File: src/rtl/mvm_weight_loader.sv
// Weight-preload source for the MVM mesh: buffers 512-bit weight rows in a small
// show-ahead FIFO and emits one AXI-Stream flit per row with a register-file write header.
module mvm_weight_loader #(
  parameter int DATAW      = 512,
  parameter int USERW      = 75,
  parameter int IDW        = 2,
  parameter int DESTW      = 4,
  parameter int DPES       = 64,
  parameter int RF_DEPTH   = 512,
  parameter int FIFO_DEPTH = 8,
  localparam int ADDRW     = $clog2(RF_DEPTH)
) (
  input  logic                     clk,
  input  logic                     rst,
  input  logic                     cmd_valid,
  output logic                     cmd_ready,
  input  logic [DESTW-1:0]         cmd_dest,
  input  logic [5:0]               cmd_dpe,
  input  logic [ADDRW:0]           cmd_count,
  input  logic                     data_wen,
  input  logic [DATAW-1:0]         data_wdata,
  output logic                     data_rdy,
  output logic                     axis_tx_tvalid,
  input  logic                     axis_tx_tready,
  output logic [DATAW+USERW-1:0]   axis_tx_tdata,
  output logic [IDW-1:0]           axis_tx_tid,
  output logic [DESTW-1:0]         axis_tx_tdest,
  output logic                     axis_tx_tlast,
  output logic                     busy,
  output logic                     done
);
  // state | meaning
  // IDLE  | waiting for a load command; rows may still be buffered
  // SEND  | streaming one flit per buffered row until count rows are sent

  localparam int PTRW    = $clog2(FIFO_DEPTH);
  localparam int OPC_LSB = 9;
  localparam int EN_LSB  = 11;

  typedef enum logic {IDLE, SEND} state_t;

  state_t            state_q, state_d;
  logic [DESTW-1:0]  dest_q, dest_d;
  logic [5:0]        dpe_q, dpe_d;
  logic [ADDRW:0]    count_q, count_d;
  logic [ADDRW:0]    sent_q, sent_d;
  logic [ADDRW-1:0]  addr_q, addr_d;
  logic              done_q, done_d;
  logic              init_q;

  logic [DATAW-1:0]  mem_q [FIFO_DEPTH];
  logic [PTRW-1:0]   wptr_q, wptr_d, rptr_q, rptr_d;
  logic [PTRW:0]     occ_q, occ_d;
  logic              full, empty, push, pop;

  logic [DPES-1:0]   rf_en;
  logic [USERW-1:0]  hdr;

  // init_q keeps the ready outputs low until the first clock after reset release
  assign full      = (occ_q == (PTRW+1)'(FIFO_DEPTH));
  assign empty     = (occ_q == '0);
  assign data_rdy  = init_q & ~full;
  assign push      = data_wen & data_rdy;
  assign pop       = axis_tx_tvalid & axis_tx_tready;

  assign busy           = (state_q == SEND);
  assign cmd_ready      = init_q & (state_q == IDLE);
  assign axis_tx_tvalid = busy & ~empty;
  assign axis_tx_tlast  = busy & (sent_q == count_q - (ADDRW+1)'(1));
  assign axis_tx_tid    = '0;
  assign axis_tx_tdest  = busy ? dest_q : '0;
  assign axis_tx_tdata  = axis_tx_tvalid ? {hdr, mem_q[rptr_q]} : '0;
  assign done           = done_q;

  always_comb begin
    rf_en = '0;
    if (int'(dpe_q) < DPES) rf_en[dpe_q] = 1'b1;
    hdr = '0;
    hdr[ADDRW-1:0]      = addr_q;
    hdr[OPC_LSB +: 2]   = 2'b11;
    hdr[EN_LSB +: DPES] = rf_en;
  end

  always_comb begin
    wptr_d = wptr_q + PTRW'(push);
    rptr_d = rptr_q + PTRW'(pop);
    occ_d  = occ_q + (PTRW+1)'(push) - (PTRW+1)'(pop);
  end

  always_comb begin
    state_d = state_q;
    dest_d  = dest_q;
    dpe_d   = dpe_q;
    count_d = count_q;
    sent_d  = sent_q;
    addr_d  = addr_q;
    done_d  = 1'b0;
    case (state_q)
      IDLE: begin
        if (cmd_ready && cmd_valid) begin
          dest_d  = cmd_dest;
          dpe_d   = cmd_dpe;
          count_d = cmd_count;
          sent_d  = '0;
          addr_d  = '0;
          if (cmd_count == '0) done_d = 1'b1;
          else                 state_d = SEND;
        end
      end
      SEND: begin
        if (pop) begin
          addr_d = addr_q + ADDRW'(1);
          sent_d = sent_q + (ADDRW+1)'(1);
          if (axis_tx_tlast) begin
            state_d = IDLE;
            done_d  = 1'b1;
          end
        end
      end
      default: state_d = IDLE;
    endcase
  end

  always_ff @(posedge clk or posedge rst) begin
    if (rst) begin
      state_q <= IDLE;
      dest_q  <= '0;
      dpe_q   <= '0;
      count_q <= '0;
      sent_q  <= '0;
      addr_q  <= '0;
      done_q  <= 1'b0;
      init_q  <= 1'b0;
      wptr_q  <= '0;
      rptr_q  <= '0;
      occ_q   <= '0;
    end else begin
      state_q <= state_d;
      dest_q  <= dest_d;
      dpe_q   <= dpe_d;
      count_q <= count_d;
      sent_q  <= sent_d;
      addr_q  <= addr_d;
      done_q  <= done_d;
      init_q  <= 1'b1;
      wptr_q  <= wptr_d;
      rptr_q  <= rptr_d;
      occ_q   <= occ_d;
    end
  end

  // Row storage carries no reset; occupancy alone decides what is valid
  always_ff @(posedge clk) begin
    if (push) mem_q[wptr_q] <= data_wdata;
  end

endmodule

File: config.mk
export PLATFORM = sky130hd
export DESIGN_NAME = mvm_weight_loader
export DESIGN_NICKNAME = d
export VERILOG_FILES = /design/src/rtl/mvm_weight_loader.sv
export SDC_FILE = /design/constraint.sdc
export NUM_CORES = 2
export LEC_CHECK = 0
export ABC_CLOCK_PERIOD_IN_PS = 54800
export CORE_AREA = 2 2 616 618
export CTS_CLUSTER_DIAMETER = 60
export DETAILED_ROUTE_END_ITERATION = 16
export DIE_AREA = 0 0 618 620
export PLACE_DENSITY = 0.71
export SLEW_MARGIN = 20
export SYNTH_ARGS = -nofsm -noshare
export SYNTH_HDL_FRONTEND = slang
export SYNTH_SLANG_ARGS = --single-unit
File: constraint.sdc
create_clock -name clk -period 54.8 [get_ports clk]
set_clock_uncertainty 0.2 [all_clocks]
set_input_delay 13.7 -clock clk [delete_from_list [all_inputs] [get_ports clk]]
set_output_delay 13.7 -clock clk [all_outputs]
set_load 0.05 [all_outputs]
Word-level counts from Yosys, hierarchy flattened
Memories as Yosys holds them, arrays and structs flattened.
Cells that the tools add are included.
{"block": "op_classes", "n_addsub": 7, "n_mul": 0, "div": 0, "n_lt_le_gt_ge": 2, "n_eq_ne": 4, "shifts": 0, "n_mux": 22, "bitwise": 9, "n_reduce_logical": 6}
{"cell": "two-way mux 587 bit", "count": 1}
{"cell": "two-way mux 10 bit", "count": 2}
{"cell": "case mux 10 bit (2 select lines)", "count": 1}
{"cell": "two-way mux 9 bit", "count": 2}
{"cell": "case mux 9 bit (2 select lines)", "count": 1}
{"cell": "two-way mux 1 bit", "count": 11}
{"cell": "adder 10 x 1 -> 10 bit (second input constant)", "count": 1}
{"cell": "== test 10 bit", "count": 1}
{"cell": "logical NOT 10 bit", "count": 1}
{"cell": "subtractor 10 x 1 -> 10 bit (second input constant)", "count": 1}
{"cell": "adder 9 x 1 -> 9 bit (second input constant)", "count": 1}
{"cell": "< comparator 6 x 7 -> 1 bit (second input constant)", "count": 1}
{"cell": "adder 3 x 1 -> 3 bit", "count": 2}
{"cell": "AND 1 bit", "count": 6}
{"cell": "demux 1 bit (select 6 bit)", "count": 1}
{"cell": "greater-or-equal comparator 6 x 1 -> 1 bit (second input constant)", "count": 1}
{"cell": "adder 4 x 1 -> 4 bit", "count": 1}
{"cell": "== test 4 bit (second input constant)", "count": 1}
{"cell": "logical NOT 4 bit", "count": 1}
{"cell": "two-way mux 4 bit", "count": 1}
{"cell": "inequality test 2 x 1 -> 1 bit (second input constant)", "count": 2}
{"cell": "case mux 1 bit (2 select lines)", "count": 2}
{"cell": "AND reduction 2 bit", "count": 2}
{"cell": "subtractor 4 x 1 -> 4 bit", "count": 1}
{"cell": "other kinds (2)", "count": 5}
{"block": "word_totals", "ff_bits": 52, "latch_bits": 0, "mem_bits_rw": 4096, "romBits": 0, "inputBits": 537, "word_cells": 62, "mem_count": 1}
{"name": "mem_q", "depth": 8, "width": 512, "read_ports": 1, "rd_ports_with_merged_regs": 0, "write_ports": 1, "line_no": "51", "source": "logic [DATAW-1:0] mem_q [FIFO_DEPTH];"}

Longest topological paths before layout
{"block": "depth", "depth_word": 6, "ltp_mapped": 14}

Worst setup path after synthesis
OpenSTA, ideal clock, no wires.
{"block": "synth_timing", "path_type": "input to register", "start": "in data_wen", "end": "mem mem_q[0][0], enable pin", "setup_ps": 2665, "arrival_ps": 62158, "t_required_ps": 51935, "setup_slack_ps": -10223, "cell_stages": 2, "path_buffers": 0, "cell_sequence": "nand2_1 > nor4_1"}
{"block": "synth_between", "elab_chain_cells": 3}
{"item": "from (decl)", "line_no": "20", "source": "input logic data_wen,"}
{"item": "AND 1 bit", "line_no": "63", "source": "assign push = data_wen & data_rdy;"}
{"item": "two-way mux 1 bit", "line_no": "154", "source": "if (push) mem_q[wptr_q] <= data_wdata;"}
{"item": "two-way mux 1 bit (implied by the code)", "line_no": "154"}
{"item": "to (decl)", "line_no": "51"}
Every way passes these cells.

Final worst setup path
{"block": "layout_timing", "start": "reg rptr_q[0]", "end": "out axis_tx_tdata[16]"}
{"block": "layout_between", "elab_chain_cells": 2}
{"item": "from (decl)", "line_no": "52", "source": "logic [PTRW-1:0] wptr_q, wptr_d, rptr_q, rptr_d;"}
{"item": "from (signal assigned)", "line_no": "147", "source": "rptr_q <= rptr_d;"}
{"item": "memory (8 x 512 bit)"}
{"item": "two-way mux 587 bit", "line_no": "72", "source": "assign axis_tx_tdata = axis_tx_tvalid ? {hdr, mem_q[rptr_q]} : '0;"}
{"item": "to (decl)", "line_no": "25", "source": "output logic [DATAW+USERW-1:0] axis_tx_tdata,"}
Every way passes these cells.

==> out/summary.txt <==
Clock Latency Late Sink = 970 ps
Simple-Gate Fraction of Synth Area = 1.90%
Worst hold path startpoint = dest_q[1]
Hold_ws = 277 ps
# setup viols final = 0
Netlist cell types = 47
DRC Markers = 0
DRT Pass-1 Iters = 8
Hold Path Class = reg2reg
Slew of the pin with the lowest slew margin = 1210 ps
Avg WL per Cell = 28.7 um
Yosys top cell by area = edfxtp_1
Final Power = 11300 uW
TNS Setup = 0 ps
Largest net degree at the start of global routing = 167
Die Height = 620 um
Critical-path cell list = buf_4 -> buf_4 -> buf_6 -> buf_4 -> mux4_2 -> mux2i_1 -> nor2_1 -> clkdlybuf4s50_1
Startpoint type of the worst setup path = flop
Initial Util = 41.8%
Syn-to-layout area delta = 19.8%
Via count = 75.1k
Overflow after GRT = 0
CTS clock-pin slew for the worst setup and hold paths = 60 ps
Xor/xnor share of the synthesized area = 0.186%
Dpl hpwl = 233000 um
Mux cell area share after synthesis = 17.9%
Final ANT Viol Nets = 0
Crit path time final = 20950 ps
Leak = 0.0608 uW
Average size of a mapped cell = 22.9 sq um
Core Region = 377000 sq um
Tcrit/Tclk final = 38.2%
EDFF count, synth = 4096
I/O Buffers = 1133
Pre-CTS WS = 34220 ps
Clk sink count = 4148
Post-CTS Hold Buffers = 0
Relative slew slack = 19.4%
Initial antenna violation count = 158
Final WS setup = 33850 ps
Fin. Hold Viols = 0
Slowest CP cell = dfrtp_4
Top-area cell type share of the netlist area = 77.9%
CTS Root Cell = clkbuf_16
WS Path Type = reg2out
Adder-cell share of the synthesized area = 0.116%
# nets final = 8764
Vias per cell = 5.49
Final WL = 392000 um
Rows = 226
Critical path data required time = 40900 ps
Pwr dens = 59.9 nW/um^2
DRT iter0 DRCs = 7002
VDD IR max = 0.0774 mV
Layout cell share with drive strength beyond 1 = 20.8%
Synth Cell Area = 158000 sq um
Die X = 618 um
Reg2reg start = occ_q[2]
Die Area = 383000 sq um
RSZ-0062 raised after global routing = false
Setup bufs post-CTS = 0
TritonCTS clock tree = built
Global Route Usage Sum = 19.9%
WP data arrival = 7050 ps
Max-Cap Viols = 0
Compound-gate portion of the synthesized area = 0.0967%
Post-CTS sizing = 0
Most used cell, CP = buf_4
RD Place Congestion = 0.831
Worst setup startpoint = rptr_q[0]
Post-Syn Instances = 6887
Dominant cells by area after synthesis = edfxtp_1 78%, mux4_2 15%, mux2i_1 3.3%
Slew Viols, Final = 0
Top_reg_cell synth = edfxtp_1
H-tree levels = 5
YS warnings = 0
Sequential area share after synthesis = 78.8%
CTS Buffer Depth = 4
Num ports = 1136
Outcome = completed
Fmax = 0.0477 GHz
Critical path endpoint category = output pin
CP max stage delay = 1020 ps
TritonCTS Buffers = 416
Number of synthesized register bits = 4148
Vias in the first global route = 77.1k
Ys async rst share = 1.25%
First-pass GRT wire length = 555000 um
Fill count = 29.4k
Worst-path fanout max = 49
Largest family of logic cells by synthesized area = multiplexers
[cells in the mapped netlist, drive strengths merged (6+ instances only)]
cell type / number
edfxtp: 4096
mux2i: 513
and2: 10
nand3: 9
mux4: 1024
xor2: 21
nor3: 7
nor2: 606
and3: 10
ha: 13
buf: 238
clkbuf: 129
nand2: 68
inv: 17
dfrtp: 52
nand4: 11
o21ai: 7
xnor2: 10
nand3b: 6
[routing by layer]
metal / routed length, um / up-vias / share of wire (%) / global-route usage (%)
li1: - / 31448 / - / -
met1: 143000 / 39973 / 37 / 23.8
met2: 201000 / 2784 / 51 / 33.4
met3: 23500 / 836 / 6.0 / 3.79
met4: 24600 / 46 / 6.3 / 12.2
met5: 284 / - / 0.072 / 0
[power by group]
group	switching [uW]	internal [uW]	total (uW)
Sequential	92.5	3750	3850
Clock	1210	1590	2800
Combinational	3050	1640	4690
Total	4350	6980	11300
[cell families after synthesis]
kind of cell | count (synthesis)
buf+inv | 384
other cells | 2
fa+ha+maj | 14
simple gates | 747
flops | 4148
compound gates | 23
xor+xnor | 32
mux | 1537
[layout make-up]
class,instances,area (sq um),share of cell area [%]
Inverter,17,63.8,0.0338
Tap cell,5016,6280,3.32
Clock buffer,495,10800,5.70
Antenna cell,92,230,0.122
Multi-Input combinational cell,2356,31900,16.9
Timing Repair Buffer,1274,12700,6.71
Sequential cell,4148,124000,65.8
Clock inverter,275,2780,1.47
[worst paths after layout]
kind	end	slack (ps)	depth (start not counted)
worst max-delay path	axis_tx_tdata[16]	33850	8
worst min-delay path	dest_q[1]	280	2
worst max register to register	mem_q[3][47]	47680	12
worst min register to register	dest_q[1]	280	2
max in group asynchronous	rptr_q[0]	40720	3
min in group asynchronous	rptr_q[1]	13080	3
[registers in the layout, indices dropped and copies added (netlist names)]
register,count
mem_q,4096
count_q,10
occ_q,4
dest_q,4
rptr_q,3
addr_q,9
busy,1
init_q,1
sent_q,10
wptr_q,3
done,1
dpe_q,6
[metrics by stage]
stage               cells  util (%)  area [sq um]
floorplan            6888         -        158000
global placement    12810      46.4        175000
detailed placement  12810      46.4        175000
CTS                 13580      50.0        189000
global route        13663      50.1        189000
finish              13673      50.1        189000
[worst max-delay path: cells and delay by family (launching register included)]
family	cells	cell delay, ps
muxes	2	420
and+or+nand+nor	1	650
buffers and inverters	5	3790
DFF	1	1020
[cell usage in the layout, fill, tap and decap left out, types with 4 or more instances in the layout]
master	count
edfxtp_1	4096
clkdlybuf4s50_1	1133
mux4_2	1024
nor2_1	603
mux2i_1	513
clkbuf_16	419
buf_4	118
clkinv_1	97
diode_2	92
clkbuf_1	75
clkinv_2	73
nand2_1	67
dfrtp_1	49
bufinv_16	36
xor2_1	21
clkinvlp_4	20
buf_12	20
inv_1	14
clkinv_16	14
ha_1	13
inv_6	12
nand4_1	11
and2_1	10
xnor2_1	10
and3_1	10
nand3_1	9
clkinv_4	9
o21ai_0	7
nand3b_1	6
a21oi_1	5
clkinv_8	5
nor3_2	4
nor4_1	4
inv_8	4
inv_16	4
No activity file was read; power rests on OpenSTA's default activity.
